**src/rtl/sat_counter.sv**
```systemverilog
// Saturating up-counter with synchronous clear.
// Ports: clk, rst_n (async active-low), clr (sync clear, wins over inc),
//        inc (count one event), count (holds at all-ones, never wraps).
module sat_counter #(
  parameter int unsigned width = 8
) (
  input  logic             clk,
  input  logic             rst_n,
  input  logic             clr,
  input  logic             inc,
  output logic [width-1:0] count
);

  localparam logic [width-1:0] CNT_MAX = '1;

  always_ff @(posedge clk or negedge rst_n) begin
    if (!rst_n) begin
      count <= '0;
    end else if (clr) begin
      count <= '0;
    end else if (inc && (count != CNT_MAX)) begin
      count <= count + width'(1);
    end
  end

endmodule

```
**config.mk**
```make
export PLATFORM = sky130hd
export DESIGN_NAME = sat_counter
export DESIGN_NICKNAME = d
export VERILOG_FILES = /design/src/rtl/sat_counter.sv
export SDC_FILE = /design/constraint.sdc
export NUM_CORES = 1
export LEC_CHECK = 0
export BUFFER_PORTS_ARGS = -buffer_cell sky130_fd_sc_hd__buf_2
export CORE_AREA = 8 8 45 47
export CTS_CLUSTER_DIAMETER = 50
export DETAILED_ROUTE_END_ITERATION = 12
export DIE_AREA = 0 0 53 55
export HOLD_SLACK_MARGIN = 0.08
export SLEW_MARGIN = 20
export SYNTH_ARGS = -nofsm -noshare
export SYNTH_HDL_FRONTEND = slang
export SYNTH_SLANG_ARGS = --single-unit
```
**constraint.sdc**
```tcl
create_clock -name clk -period 2.2 [get_ports clk]
set_input_delay 0.33 -clock clk [delete_from_list [all_inputs] [get_ports clk]]
set_output_delay 0.33 -clock clk [all_outputs]
set_load 0.02 [all_outputs]
```
* Word-level counts from Yosys, hierarchy flattened
Cells that the tools add are included.
** Cells by class
- Eq/ne operators :: 1
- Reductions and logical operators :: 2
- Mux-type cells :: 2
- $add $sub $neg :: 1
** Operator list (number)
- $mux 8 :: 2
- $add 8x1->8 const B :: 1
- $ne 8x8->1 const B :: 1
- $reduce_bool 2->1 :: 1
- $logic_and 1x1->1 :: 1
** Storage, ports and cells
- Register bits :: 8
- Bits of input ports :: 4

* Longest topological paths before layout
- Depth in word-level cells :: 4
- Mapped depth :: 4
- Gate-level depth less buffers :: 4

* Worst setup path before layout
OpenSTA, ideal clock, no wires.
- Path type :: register to register
- From :: reg count[0]
- To :: reg count[0]
- Path slack :: 0.509 ns
- Clock period less this slack :: 1.691 ns
- Setup time :: 0.125 ns
- Data required time :: 2.075 ns
- Data arrival time :: 1.567 ns
- Path buffers :: 0
- Cell stages (with the launch flop) :: 5
- Cell sequence :: dfrtp_1 > ha_1 > and4_2 > a21boi_1 > mux2_2
** Between the ends
- Word-level cells in the longest chain between the ends :: 3
- Elaborated cells on any way between the ends :: 6
** Ends and longest elaborated chain
- start, declared :: line 11 : output logic [width-1:0] count
- start signal, assigned :: line 22 : count <= count + width'(1);
- $add 8x1->8 / $ne 8x8->1 (equally long branches) :: line 22, 21
- $mux 8 / $logic_and 1x1->1 (equally long branches) :: line 21 : end else if (inc && (count != CNT_MAX)) begin
- $mux 8 / $reduce_bool 2->1 (equally long branches)
Parallel ways exist; a longest one is shown, timed or not. The select of a mux whose other input is x is not followed.
A chain may end at the register's enable or synchronous reset.

* Final worst setup path
Ends and elaborated chain as after synthesis.

==> summary.txt <==
Outcome
  • Run status: complete, no violations

Synth
  • FFs w/ async S/R, synth: 100%
  • Synth area leader: dfrtp_1
  • Post-Syn Instances: 49
  • Xor/xnor share of the synthesized area: 0%
  • Adder-cell share of the synthesized area: between 2 and 3%
  • Top cell type's share of synthesized area: a little over two fifths
  • Complex-gate fraction of the synthesized area: about an eighth
  • Seq/Total Area, Yosys: between 40% and 50%
  • Yosys warning count: 0
  • Distinct cells, synth: 28
  • Most frequent cells after synthesis: dfrtp_1 (8), nor3_1 (4), a21oi_1 (3), nand2b_1 (3), nor2b_1 (3)
  • Cell with the most instances after synthesis: dfrtp_1
  • Post-Synth Simple-Gate Area: between 30% and 40%
  • Mapped Area: 464 um2
  • #FFs+latches synth: 8
  • Post-synth EDFFs: 0
  • Synth Area per Inst: 9.47 um2
  • Ys flop type: dfrtp_1
  • Syn nets: 54
  • Synth area leaders: dfrtp_1 (43%), mux2_2 (4.9%), nor3_1 (4.3%)
  • Largest family of logic cells by synthesized area: simple AND/OR/NAND/NOR gates
  • Multiplexer share of the synthesized area: ~7%

Timing
  • Clock Skew: 0.00454 ns
  • Period utilisation layout: 77.1%
  • Final hold vios: 0
  • RSZ-0062 raised after global routing: no
  • Setup-failing EPs final: 0
  • Least-Margin Pin Slew: 0.421 ns
  • Fmax: 589 MHz
  • Fin. max-slew vios: 0
  • Slew HR: between 70% and 80%
  • Fin crit period: roughly 1.7 ns
  • Setup TNS: 0 ns

Placed design
  • IO Port Bufs: 11
  • DP HPWL: approximately 760 um
  • Routability cong.: roughly 0.79

Setup path
  • Reg-to-Reg End: count[0]
  • Max FO, Critical Path: 7
  • Startpoint types: register
  • R2R setup slack: slightly above 0.5 ns
  • Worst-case reg-to-reg path depth: 4
  • Setup crit end kind: register
  • Reg2Reg Launch Point: count[0]
  • Crit Path Category: register to register
  • WP data required: around 2.3 ns
  • Worst Setup SP: count[0]
  • CP arrival: around 1.8 ns

Finish
  • Fillers: about 150
  • Layout net count: 69
  • Layout area overhead: 21.3%
  • Max reg flops: 8
  • Diode count: 0
  • Share of cells above drive strength 1: between 20 and 30%
  • Register area: about 200 um2
  • Largest register by flop count: count
  • Largest registers: count (8)
  • Area occupied by multi-input gates: about 250 um2

Hold path
  • Worst hold path startpoint: clr
  • Hold EP: count[7]
  • WHS Path Cells: 2
  • Hold/Removal Path Class: primary input to register

Power
  • Total power: between 200 and 300 uW
  • Maximum vdd ir drop: 0.218 mV
  • Pwr Density: roughly 530 nW/um2
  • Lkg Pwr: roughly 0.26 nW

Clock tree
  • Clk slew on worst S/H paths: around 0.06 ns
  • Clk sinks: 8
  • # Post-CTS Setup Buffers: 0
  • Post-cts sizing count: 0
  • Clock Tree Root: clkbuf_4
  • Hold-fix buffers, CTS: 1
  • Clock latency on the worst-skew pair: roughly 0.26 ns
  • TritonCTS clock tree: yes
  • Num CTS Buffers: 3
  • CTS Buffer Depth: 2
  • H-tree levels: 1

Die
  • Core area: 1380 um2
  • Die Ht: around 55 um
  • Chip width: between 50 and 60 um
  • Rows: 14
  • Initial Util: about a third
  • Die area: 2920 um2
  • IO Count: 12

Routing
  • Routed WL per cell: ~13 um
  • DR iter-0 viols: 3
  • Via density: approximately 5.3
  • Met2 Wirelength: ~460 um
  • 1st-pass router iterations: 4
  • Final WL: slightly above 1000 um
  • Via count: ~400
  • Post-route DRC: 0
  • Metal3 WL: approximately 120 um
  • Top Layer Used: met3
  • Routed Antenna Nets: 0
  • Met1 wire length: ~450 um

Global route
  • Initial antenna violation count: 0
  • Largest net degree at the start of global routing: 12
  • Grt ovf: 0
  • First-pass GRT wire length: roughly 1700 um
  • Vias in the first global route: approximately 380
  • GRT Overall Usage: 8.29%

Run
  • Max cap viols: 0
[routing by layer]
metal  track usage, %  vias to the layer above
met3             5.61                        0
met1             9.09                      188
li1                 -                      212
met2             12.7                       12
met5                0                        -
met4             2.59                        0
[worst max-delay path: stages, from the launching register on]
cell and delay, ns:
dfrtp_1 0.42, ha_1 0.29, and4_2 0.29, a21boi_1 0.22
mux2_2 0.36
[placed cells by master, fill, tap and decap left out, types with 3 or more instances in the layout]
master / instances
a21oi_1: 3
buf_2: 11
clkbuf_4: 3
dfrtp_1: 8
nand2b_1: 3
nor2b_1: 3
nor3_1: 4
[final cells by class]
cell class / instances / share of cell area [%]
well taps: 16 / 3.56
flip-flops and latches: 8 / 35.6
clock buffers: 3 / 4.00
inverters: 2 / 1.33
repair buffers: 12 / 11.6
multi-input cells: 37 / 44.0
[metrics by stage]
| step | worst slack, ns | instance area [um2] | hold slack [ns] | cells | util [%] |
|---|---|---|---|---|---|
| floorplan | 0.509 | 464 | 0.0344 | 49 | - |
| global placement | 0.543 | 531 | 0.191 | 74 | 38.3 |
| detailed placement | 0.521 | 531 | 0.188 | 74 | 38.3 |
| CTS | 0.506 | 563 | 0.383 | 78 | 40.7 |
| global route | 0.439 | 563 | 0.389 | 78 | 40.7 |
| finish | 0.503 | 563 | 0.381 | 78 | 40.7 |
[kinds of logic (layout without fill, tap and decap cells)]
family / count (synthesis) / in the layout
flops: 8 / 8
compound gates: 9 / 9
mux: 3 / 3
simple gates: 24 / 24
fa+ha+maj: 1 / 1
buf+inv: 4 / 17
[report_power, final]
part	leakage (nW)	internal, mW	switching (mW)
clock	0.0138	0.0625	0.0504
sequential	0.110	0.151	0.00473
combinational	0.135	0.0126	0.0188
total	0.259	0.226	0.0739
[worst max path at each step]
stage	endpoint	slack [ns]	cells past startpoint
after detailed placement	count[0]	0.52	4
final	count[0]	0.50	4
after global routing	count[0]	0.44	4
after floorplan	count[0]	0.51	4
after CTS	count[0]	0.51	4
after global placement	count[0]	0.54	4
Note: power is estimated with default switching activity, not from simulation.
